--- config.mk ---
export PLATFORM = sky130hd
export DESIGN_NAME = scs8hd_lpflow_iso_seq
export DESIGN_NICKNAME = d
export VERILOG_FILES = /design/src/rtl/scs8hd_lpflow_pkg.sv /design/src/rtl/scs8hd_lpflow_dly_cnt.sv /design/src/rtl/scs8hd_lpflow_iso_seq.sv
export SDC_FILE = /design/constraint.sdc
export NUM_CORES = 1
export LEC_CHECK = 0
export ABC_AREA = 1
export BUFFER_PORTS_ARGS = -buffer_cell sky130_fd_sc_hd__buf_2
export CAP_MARGIN = 30
export CORE_MARGIN = 2
export CORE_UTILIZATION = 35
export CTS_CLUSTER_SIZE = 10
export DETAILED_ROUTE_END_ITERATION = 6
export HOLD_SLACK_MARGIN = 0.03
export PLACE_DENSITY_LB_ADDON = 0.1
export SYNTH_ARGS = -nofsm -noshare
export SYNTH_HDL_FRONTEND = slang
export SYNTH_SLANG_ARGS = --single-unit
--- constraint.sdc ---
create_clock -name clk -period 5.05 [get_ports clk]
set_input_delay 0.2525 -clock clk [delete_from_list [all_inputs] [get_ports clk]]
set_output_delay 0.2525 -clock clk [all_outputs]
set_load 0.01 [all_outputs]
--- src/rtl/scs8hd_lpflow_pkg.sv ---
// -----------------------------------------------------------------------------
// scs8hd_lpflow_pkg
// Types and constants shared by the power-domain isolation sequencer and its
// delay counter.
//   lpflow_seq_state_t : sequencer states, in power-down then power-up order
//   LPFLOW_CNT_W       : width of the shared settle/timeout counter
// -----------------------------------------------------------------------------
package scs8hd_lpflow_pkg;

  localparam int LPFLOW_CNT_W = 16;

  typedef enum logic [2:0] {
    RUN     = 3'd0,
    ISO_ON  = 3'd1,
    SAVE    = 3'd2,
    PWROFF  = 3'd3,
    OFF     = 3'd4,
    PWRUP   = 3'd5,
    RESTORE = 3'd6,
    ISO_OFF = 3'd7
  } lpflow_seq_state_t;

endpackage

--- src/rtl/scs8hd_lpflow_dly_cnt.sv ---
// -----------------------------------------------------------------------------
// scs8hd_lpflow_dly_cnt
// Loadable down-counter shared by every timed state of the sequencer.
// A load takes priority; otherwise the count decrements and parks at 0.
// done is high while the count reads 1, i.e. on the last cycle of a wait
// of load_val cycles.
// Ports:
//   clk      : clock
//   rst      : asynchronous active-high reset, count returns to RST_VAL
//   load     : load load_val this cycle
//   load_val : value to load
//   done     : count == 1
// -----------------------------------------------------------------------------
module scs8hd_lpflow_dly_cnt
  import scs8hd_lpflow_pkg::*;
#(
  parameter logic [LPFLOW_CNT_W-1:0] RST_VAL = 1
) (
  input  logic                    clk,
  input  logic                    rst,
  input  logic                    load,
  input  logic [LPFLOW_CNT_W-1:0] load_val,
  output logic                    done
);

  logic [LPFLOW_CNT_W-1:0] cnt_q;

  always_ff @(posedge clk or posedge rst) begin
    if (rst) begin
      cnt_q <= RST_VAL;
    end else if (load) begin
      cnt_q <= load_val;
    end else if (cnt_q != '0) begin
      cnt_q <= cnt_q - 1'b1;
    end
  end

  assign done = (cnt_q == LPFLOW_CNT_W'(1));

endmodule

--- src/rtl/scs8hd_lpflow_iso_seq.sv ---
// -----------------------------------------------------------------------------
// scs8hd_lpflow_iso_seq
// Always-on power-domain sequencer. Orders isolate -> save -> power-off on a
// sleep request and power-on -> restore -> de-isolate on a wake request.
// Optional macro SCS8HD_LPFLOW_RET_EN: when defined the SAVE/RESTORE states
// emit one-cycle retention strobes; when undefined they are skipped and the
// strobes are tied low.
// Handshake: sleep_req is a level, sampled only in RUN and OFF; sleep_ack /
// run_ack are levels that hold for as long as the FSM rests in OFF / RUN.
// Ports:
//   clk, reset   : clock, asynchronous active-high reset (state -> PWRUP)
//   sleep_req    : 1 = domain should sleep, 0 = run
//   pwr_good     : switched-rail good, synchronous to clk
//   sleepb       : isolation control, 0 = isolate
//   pwr_en       : header switch enable
//   ret_save     : one-cycle retention save strobe
//   ret_restore  : one-cycle retention restore strobe
//   sleep_ack    : resting in OFF
//   run_ack      : resting in RUN
//   busy         : in a transit state
//   pg_timeout   : sticky, power-good never arrived during a wake
//   dbg_state    : current FSM state
// All outputs are registered: they are decoded from the next state and
// captured together with it.
// -----------------------------------------------------------------------------
module scs8hd_lpflow_iso_seq
  import scs8hd_lpflow_pkg::*;
#(
  parameter int ISO_SETTLE = 4,
  parameter int PG_TIMEOUT = 64,
  parameter int OFF_SETTLE = 8
) (
  input  logic              clk,
  input  logic              reset,
  input  logic              sleep_req,
  input  logic              pwr_good,
  output logic              sleepb,
  output logic              pwr_en,
  output logic              ret_save,
  output logic              ret_restore,
  output logic              sleep_ack,
  output logic              run_ack,
  output logic              busy,
  output logic              pg_timeout,
  output lpflow_seq_state_t dbg_state
);

  localparam logic [LPFLOW_CNT_W-1:0] ISO_V = LPFLOW_CNT_W'(ISO_SETTLE);
  localparam logic [LPFLOW_CNT_W-1:0] PG_V  = LPFLOW_CNT_W'(PG_TIMEOUT);
  localparam logic [LPFLOW_CNT_W-1:0] OFF_V = LPFLOW_CNT_W'(OFF_SETTLE);

  lpflow_seq_state_t       state_q, state_d;
  logic                    cnt_load, cnt_done;
  logic [LPFLOW_CNT_W-1:0] cnt_val;
  // wake_arm: OFF may start a wake. Cleared when a wake times out so that a
  // fresh 1 -> 0 edge on sleep_req is needed before the next attempt.
  logic                    wake_arm_q, wake_arm_d;
  logic                    pg_timeout_d;
  logic sleepb_d, pwr_en_d, ret_save_d, ret_restore_d;
  logic sleep_ack_d, run_ack_d, busy_d;

  // Reset lands in PWRUP, so the counter comes out of reset holding the
  // power-good timeout.
  scs8hd_lpflow_dly_cnt #(.RST_VAL(PG_V)) u_dly_cnt (
    .clk      (clk),
    .rst      (reset),
    .load     (cnt_load),
    .load_val (cnt_val),
    .done     (cnt_done)
  );

  always_comb begin
    state_d      = state_q;
    wake_arm_d   = wake_arm_q;
    pg_timeout_d = pg_timeout;
    case (state_q)
      RUN: if (sleep_req) state_d = ISO_ON;
      ISO_ON: begin
        if (cnt_done) begin
`ifdef SCS8HD_LPFLOW_RET_EN
          state_d = SAVE;
`else
          state_d = PWROFF;
`endif
        end
      end
      SAVE: state_d = PWROFF;
      PWROFF: begin
        if (cnt_done) begin
          state_d    = OFF;
          wake_arm_d = 1'b1;
        end
      end
      OFF: begin
        if (sleep_req) begin
          wake_arm_d = 1'b1;
        end else if (wake_arm_q) begin
          state_d = PWRUP;
        end
      end
      PWRUP: begin
        // pwr_good wins over an expiring timeout in the same cycle.
        if (pwr_good) begin
`ifdef SCS8HD_LPFLOW_RET_EN
          state_d = RESTORE;
`else
          state_d = ISO_OFF;
`endif
        end else if (cnt_done) begin
          state_d      = OFF;
          pg_timeout_d = 1'b1;
          wake_arm_d   = 1'b0;
        end
      end
      RESTORE: state_d = ISO_OFF;
      ISO_OFF: if (cnt_done) state_d = RUN;
      default: state_d = PWRUP;
    endcase
  end

  // Counter loads on every state entry with that state's wait length.
  always_comb begin
    cnt_load = (state_d != state_q);
    cnt_val  = LPFLOW_CNT_W'(1);
    case (state_d)
      ISO_ON, ISO_OFF: cnt_val = ISO_V;
      PWROFF:          cnt_val = OFF_V;
      PWRUP:           cnt_val = PG_V;
      default:         cnt_val = LPFLOW_CNT_W'(1);
    endcase
  end

  always_comb begin
    sleepb_d      = (state_d == RUN) || (state_d == ISO_OFF);
    pwr_en_d      = !((state_d == PWROFF) || (state_d == OFF));
`ifdef SCS8HD_LPFLOW_RET_EN
    ret_save_d    = (state_d == SAVE);
    ret_restore_d = (state_d == RESTORE);
`else
    ret_save_d    = 1'b0;
    ret_restore_d = 1'b0;
`endif
    sleep_ack_d   = (state_d == OFF);
    run_ack_d     = (state_d == RUN);
    busy_d        = !((state_d == RUN) || (state_d == OFF));
  end

  always_ff @(posedge clk or posedge reset) begin
    if (reset) begin
      state_q     <= PWRUP;
      wake_arm_q  <= 1'b0;
      sleepb      <= 1'b0;
      pwr_en      <= 1'b1;
      ret_save    <= 1'b0;
      ret_restore <= 1'b0;
      sleep_ack   <= 1'b0;
      run_ack     <= 1'b0;
      busy        <= 1'b1;
      pg_timeout  <= 1'b0;
    end else begin
      state_q     <= state_d;
      wake_arm_q  <= wake_arm_d;
      sleepb      <= sleepb_d;
      pwr_en      <= pwr_en_d;
      ret_save    <= ret_save_d;
      ret_restore <= ret_restore_d;
      sleep_ack   <= sleep_ack_d;
      run_ack     <= run_ack_d;
      busy        <= busy_d;
      pg_timeout  <= pg_timeout_d;
    end
  end

  assign dbg_state = state_q;

endmodule

# Yosys cells after proc, flatten, opt, wreduce, memory -nomap -nowiden
# Cells that the tools add are included.
# classes
addsub	1
n_eq_ne	18
n_mux	16
bitwise	1
n_reduce_logical	13
# ops
cell	count
16-bit two-way mux	2
3-bit one-hot mux with 8 select lines	1
3-bit equality test (second input constant)	7
3-bit two-way mux	7
7-bit one-hot mux with 3 select lines	1
16-bit by 1-bit equality test with 1-bit output (second input constant)	1
16-bit nonzero test	1
16-bit by 1-bit subtractor with 16-bit output (second input constant)	1
3-bit by 2-bit equality test with 1-bit output (second input constant)	3
2-bit != test (second input constant)	4
3-bit by 1-bit equality test with 1-bit output (second input constant)	2
3-bit zero test	2
5-bit AND reduction	1
1-bit two-way mux	4
1-bit logical OR	3
3-bit != test	1
1-bit one-hot mux with 3 select lines	1
3-bit AND reduction	1
3-bit nonzero test	1
1-bit zero test	2
2-bit nonzero test	1
2-bit OR reduction	1
1-bit inverter	1
# word_totals
reg_bits	26
inputBits	4
out_inout_bits	11
elab_cells	58

# Logic depth before layout (Yosys ltp)
# Gate-level depths: netlist (run 1).
# depth
word_depth	8
mapped_depth	14
ltp_nobuf	14

# Hierarchy
# Synthesis (run 1) repeated with hierarchy kept, for this count alone.
# hier_totals
cells_unflattened	241
area_unflattened_um2	1745.4
# by_module_without_submodules
module	n_inst	cells_each	area_per_inst_um2	seq_area_each_um2
scs8hd_lpflow_dly_cnt	1	169	1164.9	401.6
scs8hd_lpflow_iso_seq	1	72	580.6	255.2

# Worst setup path after synthesis (run 1)
# No wires, ideal clock.
# synth_timing
path_type	register to register
startpoint	register state_q[2] (netlist: dbg_state[2])
endpoint	register u_dly_cnt.cnt_q[15]
setup_time_ns	0.123
arrival_ns	1.659
required_ns	4.927
setup_slack_ns	3.268
path_stages_with_launch	14
n_path_buf	2
synth_period_minus_slack_ns	1.782
path_cell_list	dfstp_2 buf_2 nand2_1 nor2_1 nand2_2 nand2_1 inv_1 o21ai_1 inv_1 nand3_2 nand2_2 nand3_4 buf_12 nor2_4
# synth_between
elab_cells_between_ends	19
classes_between	eq/ne (8); mux (9); reduce/logical (2)
# synth_rtl
element	line_no	rtl
from (decl)	scs8hd_lpflow_iso_seq.sv:52	lpflow_seq_state_t state_q, state_d;
from (signal assigned)	scs8hd_lpflow_iso_seq.sv:161	state_q <= state_d;
3-bit equality test (tied with other cells)	scs8hd_lpflow_iso_seq.sv:76	case (state_q)
3-bit one-hot mux with 8 select lines *	scs8hd_lpflow_iso_seq.sv:76	
named net state_d[1]	scs8hd_lpflow_iso_seq.sv:52	
3-bit != test *	scs8hd_lpflow_iso_seq.sv:123	cnt_load = (state_d != state_q);
16-bit two-way mux / 2-bit nonzero test (equally long branches)	-	
to (signal assigned)	scs8hd_lpflow_dly_cnt.sv:32	cnt_q <= load_val;
to (signal assigned)	scs8hd_lpflow_dly_cnt.sv:34	cnt_q <= cnt_q - 1'b1;
to (decl)	scs8hd_lpflow_dly_cnt.sv:26	logic [LPFLOW_CNT_W-1:0] cnt_q;
# The timed path passes the listed nets; every way through them passes the cells marked *.
# A chain may end at the register's enable or synchronous reset.

# Worst setup path in the final report (run 1)
# layout_timing
startpoint	register state_q[0] (netlist: dbg_state[0])
endpoint	register u_dly_cnt.cnt_q[2]
# layout_between
elab_chain_cells	7
elab_cells_between_ends	25
classes_between	eq/ne (12); mux (10); reduce/logical (3)
# layout_lines
element	line_no	rtl
3-bit two-way mux, on equally long branches	scs8hd_lpflow_iso_seq.sv:89, scs8hd_lpflow_iso_seq.sv:109, scs8hd_lpflow_iso_seq.sv:97	
3-bit two-way mux, on equally long branches	scs8hd_lpflow_iso_seq.sv:103, scs8hd_lpflow_iso_seq.sv:95	
3-bit one-hot mux with 8 select lines	scs8hd_lpflow_iso_seq.sv:76	
3-bit equality test / 3-bit by 1-bit equality test with 1-bit output (equally long branches)	scs8hd_lpflow_iso_seq.sv:125	case (state_d)
2-bit OR reduction	scs8hd_lpflow_iso_seq.sv:125	
7-bit one-hot mux with 3 select lines	scs8hd_lpflow_iso_seq.sv:125	
16-bit two-way mux	scs8hd_lpflow_dly_cnt.sv:31	end else if (load) begin
# Several ways; a longest one is shown, not always the timed one.

==> run metrics, run 1 <==
Core Util, Final=41.2%; input/output buffers=12; crit-path max FO=16; grt ovf=0; Fin. Hold Viols=0; RSZ-0062 raised after global routing=no; syn avg cell area=8.32 um^2; hold_buf cts=1; routed wire length=roughly 3300 um; crit-path max cell delay=roughly 660 ps; crit path DAT=2300 ps; Critical path origin=dbg_state[0]; drc violations=0; crit path capture type=flop; die area=5220 um^2; # rows=24; CTS clock-pin slew for the worst setup and hold paths=100 ps; Seq/Total Area, Yosys=40.3%; Switching Share=between 40% and 50%; Leakage=0.907 nW; Buf+Inv Stages, Crit Path=0; sequential share of power=a little under 30%; Final period util=42.2%; initial antenna violation count=0; endpoints failing setup=0; setup bufs post-CTS=0; CP required=approximately 5200 ps; clock network fraction of total power=12.4%; Bufs on Longest Clock Path=2; Psw=0.689 mW; max_cap viols=0; post-route setup slack=2920 ps; root buf cell=clkbuf_8; Synth cell types=35; CP max stage cell=dfstp_2; Slew Viols, Final=0; Die W=72.3 um; cts bufs inserted=3; run status=complete, no violations; layout cell share with drive strength beyond 1=25.7%; Via-to-Cell Ratio=4.73; Cell Area, Synth=1630 um^2; Final min period=2130 ps; post_cts resized=0; core area=4410 um^2; Initial Util=36.9%; clk_skew=9.00 ps; combinational power share=roughly 59%; worst hold start=pwr_good; GRT Overall Usage=14.1%; Gate Count Post-Synth=196; largest delay contributor family on the critical path=simple AND/OR/NAND/NOR gates; fmax=469 MHz; largest net degree at the start of global routing=18; DR vias=1240; area grow syn2layout=11.7%; Antenna Violating Nets Remaining=0; pwr dens=about 770 nW/um^2; CTS tree=built; die height=72.3 um; NumNets Final=218; internal power=0.708 mW; Hold Crit Class=primary input to flop; ant diodes=0; DP Wirelength=2600 um; H-tree depth=1; wire per inst=12.4 um; Cells after DPL=around 260; # IOs=15; crit path kind=flop to flop; crit path cell chain=nand2_1, nor2_1, nand2_1, nand2_1, nor2_4, nand2_2, nand3_4, nor2_1, nor2_1; synth warn=0; RR Startpoint=dbg_state[0]; DP Worst Slack=a little under 3000 ps; routability cong.=0.852; clock latency on the worst-skew pair=270 ps; Startpoint Class=flop; Setup TNS=0 ps; clock sinks=26; first-pass GRT wire length=5800 um; Worst VDD drop=between 0.3 and 0.4 mV; post-synthesis register bit count=26; final cell count without fillers=262; number of global-route vias before repair=between 1000 and 1500; 1st-iter DRT viols=40; first-pass detailed-route iteration total=4
path summary, 6_finish.rpt:
kind | endpoint | slack, ps | cells past startpoint
max | u_dly_cnt.cnt_q[2] | 2920 | 9
min reg2reg | pg_timeout | 480 | 1
min in group asynchronous | u_dly_cnt.cnt_q[14] | 530 | 3
min | wake_arm_q | 270 | 3
max in group asynchronous | u_dly_cnt.cnt_q[6] | 3980 | 4
max reg2reg | u_dly_cnt.cnt_q[2] | 2920 | 9
cell families (layout without fill, tap and decap cells):
kind of cell,Yosys count,count (layout),share of synthesized area [%]
other,1,2,0.230
adders and majority gates,3,3,2.30
buffers and inverters,31,44,8.90
DFF,26,26,40.3
AOI/OAI and AO/OA,10,10,4.45
and+or+nand+nor,112,112,36.8
xor gates and xnor gates,13,13,6.98
metrics by stage:
stage	cell area, um^2	total power [mW]	hold slack, ps
CTS	1820	1.42	279
global route	1820	1.53	299
global placement	1710	1.23	453
floorplan	1630	1.11	289
finish	1820	1.40	274
detailed placement	1740	1.24	289
sequential cells by signal (all words and copies together) (netlist names):
register	cells
sleepb	1
sleep_ack	1
pwr_en	1
u_dly_cnt.cnt_q	16
wake_arm_q	1
dbg_state	3
pg_timeout	1
busy	1
run_ack	1
power groups by stage:
stage / combinational (mW) / sequential, mW / clock [mW]
6_report: 0.819 / 0.404 / 0.174
3_5_place_dp: 0.830 / 0.410 / 0
3_3_place_gp: 0.818 / 0.408 / 0
5_1_grt: 0.926 / 0.417 / 0.188
2_1_floorplan: 0.719 / 0.390 / 0
4_1_cts: 0.834 / 0.405 / 0.179
per-layer routing:
layer	wire length, um	track usage, %
met1	1500	17.8
met2	1640	24.4
met3	60	1.81
met4	58	5.66
met5	0	0
cell usage after synthesis:
cell type / n / share of area (%)
a21oi_1: 2 / 0.61
a21oi_4: 1 / 1.0
a31o_2: 1 / 0.54
a31oi_1: 1 / 0.38
and3_1: 1 / 0.38
buf_12: 1 / 1.2
buf_2: 1 / 0.31
buf_4: 3 / 1.4
conb_1: 1 / 0.23
dfrtp_1: 21 / 32
dfstp_2: 5 / 8.1
ha_1: 3 / 2.3
inv_1: 25 / 5.8
inv_2: 1 / 0.23
nand2_1: 29 / 6.7
nand2_2: 4 / 1.5
nand2_4: 1 / 0.69
nand3_1: 14 / 4.3
nand3_2: 2 / 1.2
nand3_4: 1 / 1.1
nand4_1: 3 / 1.2
nand4_2: 1 / 0.77
nor2_1: 29 / 6.7
nor2_2: 10 / 3.8
nor2_4: 7 / 4.8
nor3_1: 5 / 1.5
nor3_2: 1 / 0.61
nor4_1: 2 / 0.77
o2111ai_1: 1 / 0.54
o21ai_0: 2 / 0.61
o21ai_1: 1 / 0.31
o31ai_1: 1 / 0.46
or2_2: 2 / 0.77
xnor2_1: 4 / 2.1
xor2_1: 9 / 4.8
layout by cell type, fill, tap and decap left out, types with 3 or more instances in the layout:
| cell type | instances |
|---|---|
| nor2_1 | 29 |
| nand2_1 | 29 |
| inv_1 | 25 |
| dfrtp_1 | 21 |
| nand3_1 | 14 |
| buf_2 | 12 |
| nor2_2 | 10 |
| xor2_1 | 9 |
| nor2_4 | 7 |
| nor3_1 | 5 |
| dfstp_2 | 5 |
| nand2_2 | 4 |
| xnor2_1 | 4 |
| nand4_1 | 3 |
| ha_1 | 3 |
| clkbuf_8 | 3 |
area by class of cell:
class,count,area [um^2]
inverter,26,97.6
multi-input combinational,140,832
clock inverter,1,30.0
timing repair buffer,14,97.6
fill,457,2590
tap,52,65.1
clock buffer,3,41.3
sequential,26,657
worst reg2reg max path, delay by kind of cell (launching register included):
kind | cells | cell delay [ps]
AND/OR/NAND/NOR | 9 | 1360
flip-flops | 1 | 660
No activity file was read; power rests on OpenSTA's default activity.
==> run 2: changes to the inputs <==
Clock period 5.05 ns to 2 ns, I/O delays scaled along.
==> run 2 against run 1 <==
  * Sequential power grew to 2.5 times the previous value
  * Largest power group unchanged
  * Maximum frequency is 11% higher
  * Design area is 11% higher
  * Clock power grew to 2.5 times the previous value
  * Setup slack worse by 2800 ps
  * Highest routed layer unchanged
  * Critical path depth is 1 higher
  * Die area stayed put
==> run metrics, run 2 (synthesized netlist as in run 1, its figures left out) <==
run status=complete, no violations (unchanged); number of global-route vias before repair=1267 (was 1303); input/output buffers=12 (unchanged); initial antenna violation count=0 (unchanged); first-pass GRT wire length=5780 um (was 5800 um); Startpoint Class=flop (unchanged); Hold Crit Class=primary input to flop (unchanged); CP required=2190 ps (was 5210 ps); cts bufs inserted=3 (unchanged); internal power=2.21 mW (was 0.708 mW); 1st-iter DRT viols=40 (unchanged); DP Worst Slack=11.8 ps (was 2910 ps); CTS tree=built (unchanged); Final min period=1920 ps (was 2130 ps); fmax=522 MHz (was 469 MHz); die area=5220 um^2 (unchanged); CTS clock-pin slew for the worst setup and hold paths=90 ps (was 100 ps); RR Startpoint=u_dly_cnt.cnt_q[5] (was dbg_state[0]); grt ovf=0 (unchanged); H-tree depth=1 (unchanged); Initial Util=36.9% (unchanged); total power=4.14 mW (was 1.40 mW); Worst Setup EP=u_dly_cnt.cnt_q[5] (was u_dly_cnt.cnt_q[2]); GRT Overall Usage=14.0% (was 14.1%); Via-to-Cell Ratio=4.71 (was 4.73); Leakage=0.998 nW (was 0.907 nW); worst hold start=pwr_good (unchanged); largest net degree at the start of global routing=27 (was 18); Slew Viols, Final=0 (unchanged); FF-to-FF End=u_dly_cnt.cnt_q[5] (was u_dly_cnt.cnt_q[2]); Setup TNS=0 ps (unchanged); die height=72.3 um (unchanged); root buf cell=clkbuf_8 (unchanged); layout cell share with drive strength beyond 1=36.4% (was 25.7%); endpoints failing setup=0 (unchanged); crit path capture type=flop (unchanged); Psw=1.93 mW (was 0.689 mW); Final period util=95.8% (was 42.2%); routability cong.=0.860 (was 0.852); clock network fraction of total power=10.6% (was 12.4%); DR vias=1304 (was 1240); # IOs=15 (unchanged); Die W=72.3 um (unchanged); crit path DAT=2110 ps (was 2300 ps); wire per inst=12.4 um (about the same); most frequent cells in the layout=28 x nor2_1, 28 x nand2_1, 22 x inv_1 (was 29 x nor2_1, 29 x nand2_1, 25 x inv_1); clk_skew=3.23 ps (was 9.00 ps); sequential share of power=24.4% (was 28.9%); crit path kind=flop to flop (unchanged); combinational power share=65.1% (was 58.6%); first-pass detailed-route iteration total=4 (unchanged); Top reg by flops=u_dly_cnt.cnt_q (unchanged); routed wire length=3420 um (was 3260 um); RSZ-0062 raised after global routing=yes (was no); clock latency on the worst-skew pair=270 ps (about the same); crit-path max FO=9 (was 16); max_cap viols=0 (unchanged); NumNets Final=233 (was 218); Switching Share=46.7% (was 49.3%); ant diodes=0 (unchanged); Post-DP Area=1790 um^2 (was 1740 um^2); Antenna Violating Nets Remaining=0 (unchanged); # rows=24 (unchanged); core area=4410 um^2 (unchanged); pwr dens=2060 nW/um^2 (was 767 nW/um^2); Core Util, Final=45.6% (was 41.2%); worst reg2reg path depth=10 (was 9); clock sinks=26 (unchanged); DP Wirelength=2560 um (was 2600 um); Critical path origin=u_dly_cnt.cnt_q[5] (was dbg_state[0]); drc violations=0 (unchanged); post-route setup slack=84.1 ps (was 2920 ps); Worst VDD drop=0.793 mV (was 0.311 mV); Fin. Hold Viols=0 (unchanged); Largest register FFs=16 (unchanged); area grow syn2layout=23.6% (was 11.7%); Bufs on Longest Clock Path=2 (unchanged); setup slack, reg-to-reg=80 ps (was 2920 ps); final instance area=2010 um^2 (was 1820 um^2)
run 2: changes by cell type in the layout (fill, tap and decap cells not counted), moves of 3 or more:
cell     delta
inv_1       -3
nor2_4      +3
dfrtp_1     -3
buf_4      +14
inv_2       +3
dfrtp_2     +3
run 2: cell type report:
| cell class | count | area [um^2] |
|---|---|---|
| multi-input combinational | 140 | 905 |
| clock buffer | 3 | 41.3 |
| inverter | 26 | 97.6 |
| clock inverter | 1 | 30.0 |
| sequential | 26 | 661 |
| fill | 433 | 2400 |
| tap | 52 | 65.1 |
| timing repair buffer | 29 | 215 |
run 2: worst min path at each step:
stage,slack (ps),end,cells past startpoint
after floorplan,140,dbg_state[1],1
after global placement,170,u_dly_cnt.cnt_q[13],3
after detailed placement,180,u_dly_cnt.cnt_q[11],3
after CTS,150,busy,3
after global routing,150,wake_arm_q,3
final,140,wake_arm_q,3
run 2: timing repair:
item / 4_1_cts / 5_1_grt
hold buffers: 1 / 0
gates resized for setup: 1 / 19
buffers inserted: 0 / 9
pin swaps: 0 / 7
setup endpoints to repair: 1 / 16
hold endpoints to repair: 21 / 0
run 2: worst max-delay path: stages (launching register included):
cell and delay [ps]:
dfrtp_1 450, nor2_4 160, nand2_2 120, nor2_4 120
nand2_4 110, a21oi_4 220, nand3_2 130, nand2_4 100
nand3_4 130, buf_12 170, nor3_1 130
run 2: per-layer routing:
layer / part of all wire (%) / GRT usage (%) / wire length [um] / vias to the layer above
met5: 0 / 0 / 0 / -
met3: 2.5 / 2.92 / 87 / 2
met1: 45 / 18.5 / 1530 / 615
met4: 0.76 / 2.94 / 26 / 0
met2: 52 / 23.8 / 1770 / 14
li1: - / - / - / 673
run 2: power groups by stage:
stage               Sequential, mW  Clock (mW)  Combinational, mW
floorplan                    0.984           0               1.81
global placement              1.01           0               2.36
detailed placement            1.01           0               2.38
CTS                           1.00       0.452               2.40
global route                  1.04       0.478               3.02
finish                        1.01       0.438               2.70
run 2: per-stage QoR:
step	hold slack (ps)	cells
after floorplan	136	197
after global placement	174	263
after detailed placement	184	263
after CTS	152	268
after global routing	153	277
final	142	277
